[config.mk]
export PLATFORM = sky130hd
export DESIGN_NAME = edge_gen
export DESIGN_NICKNAME = d
export VERILOG_FILES = /design/src/rtl/edge_gen_pkg.sv /design/src/rtl/edge_gen_timer.sv /design/src/rtl/edge_gen.sv
export SDC_FILE = /design/constraint.sdc
export NUM_CORES = 1
export LEC_CHECK = 0
export ABC_AREA = 1
export CAP_MARGIN = 20
export CORE_MARGIN = 1
export CORE_UTILIZATION = 50
export CTS_BUF_LIST = sky130_fd_sc_hd__clkbuf_2 sky130_fd_sc_hd__clkbuf_4 sky130_fd_sc_hd__clkbuf_8
export DETAILED_ROUTE_END_ITERATION = 8
export PLACE_DENSITY = 0.83
export RECOVER_POWER = 50
export SYNTH_ARGS = -nofsm -noshare
export SYNTH_HDL_FRONTEND = slang
export SYNTH_SLANG_ARGS = --single-unit
export TNS_END_PERCENT = 5
[constraint.sdc]
create_clock -name sys_clk -period 2.6 [get_ports sys_clk]
set_input_delay 0.52 -clock sys_clk [delete_from_list [all_inputs] [get_ports sys_clk]]
set_output_delay 0.52 -clock sys_clk [all_outputs]
set_load 0.02 [all_outputs]
[src/rtl/edge_gen_pkg.sv]
// Shared types and helpers for the edge generator: FSM state encoding and
// the half-period timer width calculation.
package edge_gen_pkg;

  typedef enum logic [1:0] {
    EG_IDLE   = 2'd0,
    EG_ACTIVE = 2'd1,
    EG_REST   = 2'd2
  } eg_state_t;

  function automatic int unsigned eg_timer_width(input int unsigned half_period);
    return (half_period < 1) ? 1 : $clog2(half_period + 1);
  endfunction

endpackage

[src/rtl/edge_gen_timer.sv]
// Loadable half-period down-counter; expired is high while enabled and the
// count has reached zero.
module edge_gen_timer #(
  parameter int unsigned WIDTH = 3
) (
  input  logic             sys_clk,
  input  logic             rst_n,
  input  logic             en,
  input  logic             load,
  input  logic [WIDTH-1:0] load_val,
  output logic             expired
);

  logic [WIDTH-1:0] count;

  always_ff @(posedge sys_clk or negedge rst_n) begin
    if (!rst_n) begin
      count <= '0;
    end else if (load) begin
      count <= load_val;
    end else if (en && (count != '0)) begin
      count <= count - 1'b1;
    end
  end

  assign expired = en && (count == '0);

endmodule

[src/rtl/edge_gen.sv]
// Edge generator: emits a burst of N square-wave periods with a programmable
// half period. Optional abort input enabled by defining EDGE_GEN_ABORT_EN.
module edge_gen
  import edge_gen_pkg::*;
#(
  parameter int unsigned HALF_PERIOD = 4,
  parameter int unsigned CNT_WIDTH   = 8,
  parameter logic        IDLE_LEVEL  = 1'b0
) (
  input  logic                 sys_clk,
  input  logic                 rst_n,
  input  logic                 start,
  input  logic [CNT_WIDTH-1:0] num_cycles,
`ifdef EDGE_GEN_ABORT_EN
  input  logic                 abort,
`endif
  output logic                 sig_out,
  output logic                 lead_edge,
  output logic                 trail_edge,
  output logic                 busy,
  output logic                 done
);

  localparam int unsigned      TW      = eg_timer_width(HALF_PERIOD);
  localparam logic [TW-1:0]    HALF_M1 = TW'(HALF_PERIOD - 1);

  eg_state_t            state;
  logic [CNT_WIDTH-1:0] remaining;
  logic                 tmr_load;
  logic                 tmr_expired;
  logic                 abort_hit;

`ifdef EDGE_GEN_ABORT_EN
  assign abort_hit = abort && (state != EG_IDLE);
`else
  assign abort_hit = 1'b0;
`endif

  // Timer reload mirrors every transition into ACTIVE or REST so each half
  // period starts from a fresh count.
  always_comb begin
    tmr_load = 1'b0;
    case (state)
      EG_IDLE:   tmr_load = start && (num_cycles != '0);
      EG_ACTIVE: tmr_load = tmr_expired;
      EG_REST:   tmr_load = tmr_expired && (remaining != '0);
      default:   tmr_load = 1'b0;
    endcase
  end

  edge_gen_timer #(
    .WIDTH (TW)
  ) u_timer (
    .sys_clk  (sys_clk),
    .rst_n    (rst_n),
    .en       (state != EG_IDLE),
    .load     (tmr_load),
    .load_val (HALF_M1),
    .expired  (tmr_expired)
  );

  always_ff @(posedge sys_clk or negedge rst_n) begin
    if (!rst_n) begin
      state      <= EG_IDLE;
      remaining  <= '0;
      sig_out    <= IDLE_LEVEL;
      lead_edge  <= 1'b0;
      trail_edge <= 1'b0;
      busy       <= 1'b0;
      done       <= 1'b0;
    end else begin
      lead_edge  <= 1'b0;
      trail_edge <= 1'b0;
      done       <= 1'b0;
      if (abort_hit) begin
        state      <= EG_IDLE;
        remaining  <= '0;
        sig_out    <= IDLE_LEVEL;
        trail_edge <= (state == EG_ACTIVE);
        busy       <= 1'b0;
        done       <= 1'b1;
      end else begin
        case (state)
          EG_IDLE: begin
            if (start) begin
              if (num_cycles != '0) begin
                remaining <= num_cycles;
                state     <= EG_ACTIVE;
                sig_out   <= ~IDLE_LEVEL;
                lead_edge <= 1'b1;
                busy      <= 1'b1;
              end else begin
                done <= 1'b1;
              end
            end
          end
          EG_ACTIVE: begin
            if (tmr_expired) begin
              state      <= EG_REST;
              sig_out    <= IDLE_LEVEL;
              trail_edge <= 1'b1;
              if (remaining != '0) remaining <= remaining - 1'b1;
            end
          end
          EG_REST: begin
            if (tmr_expired) begin
              if (remaining != '0) begin
                state     <= EG_ACTIVE;
                sig_out   <= ~IDLE_LEVEL;
                lead_edge <= 1'b1;
              end else begin
                state <= EG_IDLE;
                busy  <= 1'b0;
                done  <= 1'b1;
              end
            end
          end
          default: state <= EG_IDLE;
        endcase
      end
    end
  end

endmodule

### Word level (Yosys, flattened, before mapping)

Index checks and enable logic that the tools add are counted.

* flip-flop bits (word level): 18

* reductions and logical operators: 18
* mux-type cells: 35
* $add $sub $neg: 2
* eq/ne operators: 9

Operators with widths (count)
* $mux W8: 4
* $mux W1: 18
* $pmux W8 S2: 1
* $reduce_bool A8 Y1: 2
* $ne A2 B2 Y1 const B: 6
* $reduce_and A5 Y1: 2
* $mux W2: 4
* $reduce_bool A2 Y1: 4
* $sub A8 B1 Y8 const B: 1
* $mux W3: 2
* $pmux W1 S2: 3
* $pmux W1 S3: 2
* $pmux W2 S3: 1
* $reduce_and A6 Y1: 1
* $reduce_bool A3 Y1: 2
* $logic_and A1 B1 Y1: 4
* $reduce_and A4 Y1: 1
* $logic_not A3 Y1: 1
* $sub A3 B1 Y3 const B: 1
* $eq A2 B1 Y1 const B: 1
* $eq A2 B2 Y1 const B: 1
* $logic_not A2 Y1: 1
* $ne A2 B1 Y1 const B: 1

### Depth between registers and ports, before layout

Gate-level depths: netlist of run 1.

* word-level depth: 5
* depth in mapped cells: 9
* mapped depth without buffers: 9

### Hierarchy

A second synthesis of run 1 with hierarchy kept.

* cell total of the unflattened synthesis: 169
* area total of the unflattened synthesis: 1192.4 µm²

Modules (own cells, without submodules)
* edge_gen: cells an instance 139, times used 1, area an instance 979.7 µm²
* edge_gen_timer: cells an instance 30, times used 1, area an instance 212.7 µm²

### Worst setup path after synthesis of run 1

No wires, ideal clock.

* path type: register to register
* start: register u_timer.count[0]
* end: register u_timer.count[0]
* setup slack: 1.153 ns
* data arrival time: 1.323 ns
* stages on the path, launching flop included: 7
* buffers on the path: 0
* cell sequence: dfrtp_1 > inv_1 > ha_1 > ha_1 > nor2_1 > xor2_1 > or2_1

* longest elaborated chain between the ends: 5

Ends and longest elaborated chain
* start: declaration: line edge_gen_timer.sv:14 `logic [WIDTH-1:0] count;`
* start signal: assignment: line edge_gen_timer.sv:20 `count <= load_val;`
* start signal: assignment: line edge_gen_timer.sv:22 `count <= count - 1'b1;`
* branches (longest 5 deep; another with $sub A3 B1 Y3)

Parallel ways; which one is timed is not known. The select of a mux whose other input is x is not followed.
A chain may end at the register's enable or synchronous reset.

### Worst setup path in the final report of run 1

* start: register busy
* end: output busy

RTL lines
* start: declaration: line edge_gen.sv:20 `output logic busy,`
* start signal: assignment: line edge_gen.sv:69 `busy <= 1'b0;`
* start signal: assignment: line edge_gen.sv:80 `busy <= 1'b0;`
* start signal: assignment: line edge_gen.sv:91 `busy <= 1'b1;`

No word-level cell between the ends.

==> results.cfg, run 1 <==
[run_status]
status = finished, final reports clean

[final_layout]
fillerInstances = 188
area_growth_pct = 16.6
drive_gt1_share_pct = 15.2
n_antenna_cell = 0
finalNetCount = 180

[flow_run]
max_cap_violations = 0

[pwr]
peakVddDrop_v = 0.000296
powerDensity_nw_per_um2 = 338
p_int_uw = 348
p_seq_share_pct = 62.9
clkPwrFrac_pct = 31.5
p_sw_share_pct = 21.9
p_sw_uw = 97.2
leakage_uw = 0.000665
p_comb_share_pct = 5.6

[yosys]
syn_nets = 161
synthCells = 147
synth-seq-area-share_pct = 40.0
synth_area_leader_cell = dfrtp_1
syn_area_per_cell_um2 = 7.67
netlist-cell-type-count = 26
netlist_area_um2 = 1130
ys_warn_count = 0
synth_seq_cells = 18
yosysTopAreaCellShare_pct = 40.0
yosys-top-cells-area = dfrtp_1 40%, nand2_1 15%, nor2_1 5.0%

[timing]
fin_ws_ns = 0.822
fin_crit_sh_pct = 68.4
setup_viol = 0
fmax_mhz = 562
rsz0062_at_grt = no
tns_ns = 0
finalHoldViolCount = 0
maxSlewHeadroom_pct = 42.8
slew_violations = 0
finClkSkew_ns = 0.00320
layout_min_cycle_time_ns = 1.78
tightest_slew_ns = 0.855
hold_slack_ns = 0.494

[route]
vias = 962
wl_mm = 2.30
antenna_left = 0
wl_per_cell_um = 12.1
first_iter_violations = 15
vias_per_cell = 5.04
drc = 0
dr.pass1.iters = 4

[cts]
post_cts_resized = 0
postCtsHoldBufs = 0
h-tree-depth = 1
cts_made_buffers = 3
clock_latency_ns = 0.30
cts.sinks = 18
cts.clk_slew.worst_paths_ns = 0.10
cts_tree = yes
cts_buffer_depth = 2
postCtsSetupBuffers = 0
cts-root-buf = clkbuf_4

[placement]
hpwlAfterDp_mm = 1.70
gp_congestion = 0.828
portBuffers = 15
pre_cts_slack_ns = 0.683

[die]
top_level_ports = 16
core_area_um2 = 2040
fp.dieW_um = 49.5
fp-row-count = 16
start_util_pct = 55.2
design.die.area_um2 = 2450
die_height_um = 49.5

[grt]
grt_max_degree = 19
antenna_found_initial = 0
grt_pass1_vias = 977
gr-total-overflow = 0
grt_use_total_pct = 21.9
grt_pass1_wl_mm = 4.09

[worst_setup_path]
path_cells = clkdlybuf4s50_1
cp-end-kind = output pin
cpMaxStageDelayCell = clkdlybuf4s50_1
cp-start-kind = flip-flop
cp.required_ns = 2.08
critPathKind = reg2out
critPathBufInv = 1
worstPathArrival_ns = 1.26
cp_max_fo = 2
slowest_delay_ns = 0.60
cp_top_family = buffers and inverters

[hold_path]
hold_class = reg2reg
cell type report:
type | instances | area [um2] | area share [%]
clock buffers | 3 | 22.5 | 1.71
inverters | 18 | 67.6 | 5.14
well taps | 27 | 33.8 | 2.57
multi-input cells | 110 | 591 | 44.9
flip-flops and latches | 18 | 450 | 34.3
repair buffers | 15 | 150 | 11.4
state kept, by name, indices dropped and copies added (netlist names):
signal	cells
u_timer.count	3
done	1
remaining	8
trail_edge	1
lead_edge	1
sig_out	1
state	2
busy	1
path summary, 6_finish.rpt:
check | startpoint | to | slack [ns] | cells past startpoint
max | busy$_DFFE_PN0P_ | busy | 0.82 | 1
min | sig_out$_DFFE_PN0P_ | sig_out$_DFFE_PN0P_ | 0.49 | 1
max reg2reg | u_timer.count[0]$_DFFE_PN0P_ | remaining[2]$_DFFE_PN0P_ | 0.88 | 9
min reg2reg | sig_out$_DFFE_PN0P_ | sig_out$_DFFE_PN0P_ | 0.49 | 1
max in group asynchronous | rst_n | done$_DFF_PN0_ | 1.31 | 1
min in group asynchronous | rst_n | remaining[1]$_DFFE_PN0P_ | 0.76 | 1
kinds of logic after synthesis:
family	Yosys count	synth area share [%]
AO/OA/AOI/OAI	16	7.77
XOR/XNOR	2	1.55
adder cells (fa/ha/maj)	3	3.33
buffers and inverters	19	6.99
flip-flops	18	40.0
AND/OR/NAND/NOR	89	40.4
power groups by stage:
stage / combinational [uW] / sequential (uW) / clock (uW)
final: 24.7 / 280 / 140
after global routing: 27.3 / 280 / 156
after CTS: 25.7 / 280 / 143
after detailed placement: 25.5 / 285 / 0
after global placement: 24.9 / 285 / 0
after floorplan: 2.38 / 285 / 0
metrics by stage:
stage | power (uW) | instances | cell area (um2) | util (%)
4_1_cts | 449 | 191 | 1320 | 64.8
2_1_floorplan | 288 | 147 | 1130 | -
6_report | 445 | 191 | 1320 | 64.4
5_1_grt | 463 | 191 | 1320 | 64.4
3_3_place_gp | 310 | 188 | 1300 | 63.7
3_5_place_dp | 311 | 188 | 1300 | 63.7
Yosys cell counts, drive strengths merged:
cell type / number
o21a: 1
nand4: 3
inv: 18
o21ai: 12
xnor2: 1
a21oi: 1
ha: 3
nor3: 1
xor2: 1
or2: 3
nand3: 11
nor2: 20
nand2: 51
dfrtp: 18
buf: 1
o211ai: 1
a21o: 1
routing by layer:
| metal | GRT usage [%] | part of all wire [%] |
|---|---|---|
| met4 | 5.71 | 1.3 |
| met1 | 26.1 | 45 |
| met2 | 41.1 | 50 |
| met3 | 2.78 | 3.7 |
| met5 | 0 | 0 |
cell usage in the layout (no fill, tap or decap), types with 4 or more instances in the layout:
cell type         n
nand2_1          46
dfrtp_1          18
nor2_1           15
clkdlybuf4s50_1  14
inv_1            13
o21ai_0           8
nand3_1           7
inv_2             5
nand2_2           5
nor2_4            4
o21ai_1           4
worst reg2reg max path, cell delays in order, from the launching register on:
cell	delay, ns
dfrtp_1	0.40
inv_1	0.07
ha_1	0.14
ha_1	0.24
nand2_1	0.20
nand2_2	0.14
nand2_2	0.07
nor2_4	0.22
nand2_1	0.10
o21ai_1	0.08
No activity file was read; power rests on OpenSTA's default activity.
==> run 2: changes to the inputs <==
==> constraint.sdc (replaced) <==
create_clock -name sys_clk -period 1.65 [get_ports sys_clk]
set_input_delay 0.33 -clock sys_clk [delete_from_list [all_inputs] [get_ports sys_clk]]
set_output_delay 0.33 -clock sys_clk [all_outputs]
set_load 0.02 [all_outputs]
==> run 2 against run 1 <==
  * Final cell count increased by 4.2%
  * Final area is 4.9% higher
  * First-iteration DRC count up 13%
  * Critical endpoint is now sig_out
  * Largest cell class unchanged
==> results.cfg, run 2 (synthesized netlist as in run 1, its figures left out) <==
[cts]
cts.sinks = 18
post_cts_resized = 0
postCtsHoldBufs = 0
cts_made_buffers = 3
h-tree-depth = 1
postCtsSetupBuffers = 0
cts_tree = yes
cts.clk_slew.worst_paths_ns = 0.10
clock_latency_ns = 0.29
cts-root-buf = clkbuf_4
cts_buffer_depth = 2

[timing]
tightest_slew_ns = 0.943
maxSlewHeadroom_pct = 37.2
layout_min_cycle_time_ns = 1.59
fin_crit_sh_pct = 96.3
slew_violations = 0
setup_viol = 0
finalHoldViolCount = 0
finClkSkew_ns = 0.00347
hold_slack_ns = 0.492
fmax_mhz = 629
fin_ws_ns = 0.0609
rsz0062_at_grt = no

[grt]
grt_pass1_vias = 1011
grt_max_degree = 19
grt_use_total_pct = 21.6
antenna_found_initial = 0
grt_pass1_wl_mm = 4.01
gr-total-overflow = 0

[placement]
gp_congestion = 0.787
portBuffers = 15
pre_cts_slack_ns = -0.0506
hpwlAfterDp_mm = 1.81

[final_layout]
finalNetCount = 188
area_growth_pct = 22.4
layout_commonest_cell = nand2_1
post-route-util_pct = 67.6
n_antenna_cell = 0
drive_gt1_share_pct = 19.8
reg_top3 = remaining x8, u_timer.count x3, state x2
registers.top_by_ff_count = remaining
largest_reg_flops = 8
mostFrequentLayoutCells = 45 x nand2_1, 18 x dfrtp_1, 15 x nor2_1, 14 x clkdlybuf4s50_1, 13 x inv_1

[hold_path]
hold_class = reg2reg
min-delay-start = sig_out$_DFFE_PN0P_
whs_endpoint = sig_out$_DFFE_PN0P_
whs_path_depth = 1

[worst_setup_path]
path_cells = clkdlybuf4s50_1
cp-start-kind = flip-flop
reg2reg_to = u_timer.count[0]$_DFFE_PN0P_
cp_max_fo = 2
critPathBufInv = 1
critPathKind = reg2out
slowest_delay_ns = 0.61
worstPathArrival_ns = 1.26
cp_top_family = buffers and inverters
cp.required_ns = 1.32
startpoint = sig_out$_DFFE_PN0P_
cpMaxStageDelayCell = clkdlybuf4s50_1
r2r-start = u_timer.count[0]$_DFFE_PN0P_
rr_worst_depth = 6
cp-end-kind = output pin
r2r_setup_slack_ns = 0.12

[route]
dr.pass1.iters = 4
vias_per_cell = 5.08
vias = 1010
wl_mm = 2.34
antenna_left = 0
drc = 0
wl_per_cell_um = 11.7
first_iter_violations = 17

[pwr]
leakage_uw = 0.000695
powerDensity_nw_per_um2 = 504
peakVddDrop_v = 0.000452
power_uw = 695

[die]
die_height_um = 49.5
start_util_pct = 55.2
design.die.area_um2 = 2450
top_level_ports = 16
fp.dieW_um = 49.5
core_area_um2 = 2040
fp-row-count = 16

[flow_run]
max_cap_violations = 0

[run_status]
status = finished, final reports clean
==> run 2: metrics by stage <==
step / TNS (ns) / std cells / instance area [um2]
floorplan: 0 / 147 / 1130
global placement: 0 / 195 / 1350
detailed placement: -0.127 / 195 / 1350
CTS: 0 / 198 / 1380
global route: 0 / 199 / 1380
finish: 0 / 199 / 1380
==> run 2: layout make-up <==
class | count | area, um2
fillers | 182 | 662
multi-input cells | 111 | 607
flip-flops and latches | 18 | 450
repair buffers | 22 | 199
inverters | 18 | 67.6
well taps | 27 | 33.8
clock buffers | 3 | 22.5
==> run 2: power by group <==
group          leakage, uW  switching, uW  total, uW  internal (uW)
clock network    0.0000138            129        214           84.9
logic             0.000449           17.6       40.5           23.0
registers         0.000232              0        441            441
total             0.000695            146        695            549
==> run 2: how the worst max path moves through the flow <==
stage	slack [ns]	end	cells after the start
after floorplan	0.20	u_timer.count[0]$_DFFE_PN0P_	6
after global placement	0.008	u_timer.count[0]$_DFFE_PN0P_	8
after detailed placement	-0.05	u_timer.count[0]$_DFFE_PN0P_	8
after CTS	0.02	remaining[1]$_DFFE_PN0P_	9
after global routing	0.01	u_timer.count[1]$_DFFE_PN0P_	7
final	0.06	sig_out	1
==> run 2: metal layers <==
metal / vias to the layer above / GRT usage (%) / wire length, um
met2: 19 / 40.0 / 1190
met4: 0 / 7.14 / 48
met1: 467 / 24.5 / 992
met3: 6 / 4.32 / 108
met5: - / 0 / 0
li1: 518 / - / -
==> run 3: changes to the inputs <==
--- a/config.mk
+++ b/config.mk
@@ -8,10 +8,10 @@
 export ABC_AREA = 1
 export CAP_MARGIN = 20
 export CORE_MARGIN = 1
-export CORE_UTILIZATION = 50
+export CORE_UTILIZATION = 46
 export CTS_BUF_LIST = sky130_fd_sc_hd__clkbuf_2 sky130_fd_sc_hd__clkbuf_4 sky130_fd_sc_hd__clkbuf_8
 export DETAILED_ROUTE_END_ITERATION = 8
-export PLACE_DENSITY = 0.83
+export PLACE_DENSITY = 0.78
 export RECOVER_POWER = 50
 export SYNTH_ARGS = -nofsm -noshare
 export SYNTH_HDL_FRONTEND = slang
==> run 3 against run 2 <==
  * Sequential power about the same
  * Register-to-register slack about the same
  * Sequential share of layout area down 0.61 points
  * Total power grew 0.74%
  * Critical endpoint unchanged
  * Non-clock buffer count increased by 1
  * Routed wire length is 12% higher
  * Largest cell class unchanged
  * Clock-buffer cell count stayed put
==> results.cfg, run 3 (synthesized netlist as in run 1, its figures left out) <==
[worst_setup_path]
cpMaxStageDelayCell = clkdlybuf4s50_1
critPathKind = reg2out
cp_max_fo = 2
cp-end-kind = output pin
worstPathArrival_ns = 1.25
cp.required_ns = 1.32
cp-start-kind = flip-flop
cp_top_family = buffers and inverters
path_cells = clkdlybuf4s50_1
critPathBufInv = 1
slowest_delay_ns = 0.60

[route]
wl_per_cell_um = 13.0
drc = 0
first_iter_violations = 27
vias_per_cell = 5.19
antenna_left = 0
vias = 1044
wl_mm = 2.62
dr.pass1.iters = 4

[grt]
antenna_found_initial = 0
grt_pass1_wl_mm = 4.39
gr-total-overflow = 0
grt_use_total_pct = 22.4
grt_pass1_vias = 1069
grt_max_degree = 19

[cts]
cts_made_buffers = 3
postCtsHoldBufs = 0
postCtsSetupBuffers = 0
h-tree-depth = 1
cts-root-buf = clkbuf_4
cts.clk_slew.worst_paths_ns = 0.09
cts.sinks = 18
cts_buffer_depth = 2
cts_tree = yes
clock_latency_ns = 0.29

[die]
fp.dieW_um = 51.5
die_height_um = 51.5
design.die.area_um2 = 2650
core_area_um2 = 2250
fp-row-count = 17
start_util_pct = 50.0
top_level_ports = 16

[pwr]
powerDensity_nw_per_um2 = 498
p_int_uw = 549
clkPwrFrac_pct = 31.2
p_sw_uw = 151
p_comb_share_pct = 5.8
peakVddDrop_v = 0.000397
p_seq_share_pct = 63.0
leakage_uw = 0.000704
p_sw_share_pct = 21.6

[timing]
tns_ns = 0
finalHoldViolCount = 0
maxSlewHeadroom_pct = 34.9
fmax_mhz = 634
finClkSkew_ns = 0.00967
fin_ws_ns = 0.0718
rsz0062_at_grt = no
fin_crit_sh_pct = 95.7
slew_violations = 0
layout_min_cycle_time_ns = 1.58
tightest_slew_ns = 0.976
setup_viol = 0

[final_layout]
mostFrequentLayoutCells = 45 x nand2_1, 18 x dfrtp_1, 14 x nor2_1, 14 x clkdlybuf4s50_1, 13 x inv_1
n_antenna_cell = 0
registers.top_by_ff_count = remaining
area_growth_pct = 24.8
reg_top3 = remaining x8, u_timer.count x3, state x2
drive_gt1_share_pct = 20.8
fillerInstances = 212
finalNetCount = 189
post-route-util_pct = 62.4
layout_commonest_cell = nand2_1
largest_reg_flops = 8

[placement]
portBuffers = 15
hpwlAfterDp_mm = 1.95
pre_cts_slack_ns = -0.0740
gp_congestion = 0.833

[run_status]
status = finished, final reports clean

[hold_path]
hold_class = reg2reg

[flow_run]
max_cap_violations = 0
## run 3: changes by cell type in the layout (fill, tap and decap cells not counted)
cell / change
buf_4: +1
ha_2: -1
ha_4: +1
nor2_1: -1
nor2_4: +1
## run 3: worst paths after layout
kind,cells after the start,slack (ns),startpoint,endpoint
setup / recovery,1,0.07,sig_out$_DFFE_PN0P_,sig_out
hold / removal,1,0.49,sig_out$_DFFE_PN0P_,sig_out$_DFFE_PN0P_
setup reg to reg,8,0.13,remaining[0]$_DFFE_PN0P_,u_timer.count[0]$_DFFE_PN0P_
hold reg to reg,1,0.49,sig_out$_DFFE_PN0P_,sig_out$_DFFE_PN0P_
max in group asynchronous,2,0.36,rst_n,sig_out$_DFFE_PN0P_
min in group asynchronous,2,0.69,rst_n,remaining[1]$_DFFE_PN0P_
## run 3: final cells by class
type	instances	area [um2]	share of cell area (%)
clock buffer	3	22.5	1.60
inverter	18	67.6	4.80
multi-input combinational	111	624	44.4
sequential	18	450	32.0
tap	28	35.0	2.49
timing repair buffer	23	206	14.7
## run 3: routing by layer
metal	global-route usage, %	vias up	part of all wire [%]
met5	0	-	0
met4	7.21	0	1.6
met3	3.51	6	3.1
met2	42.4	25	54
met1	25.1	491	41
li1	-	522	-
## run 3: repair_timing
action | CTS | global route
setup endpoints to repair | 0 | 11
endpoints found under the hold margin | 0 | 0
gates resized for setup | 0 | 4
## run 3: power groups by stage
stage	Clock, uW	Sequential [uW]	Combinational, uW
after global placement	0	449	41.8
after CTS	223	441	43.2
final	218	441	40.9
after detailed placement	0	449	43.1
after floorplan	0	450	3.75
after global routing	243	441	45.3
## run 3: worst reg2reg max path, delay by kind of cell, from the launching register on
family / cells / cell delay (ns)
simple gates: 6 / 0.74
flops: 1 / 0.40
fa+ha+maj: 1 / 0.19
buf+inv: 1 / 0.08
## run 3: per-stage QoR
step	area (um2)	hold slack [ns]	instances	total power [uW]
after global placement	1360	0.463	197	491
after CTS	1380	0.355	200	707
after global routing	1410	0.518	201	730
after floorplan	1130	0.0344	147	453
after detailed placement	1360	0.469	197	493
final	1410	0.491	201	700
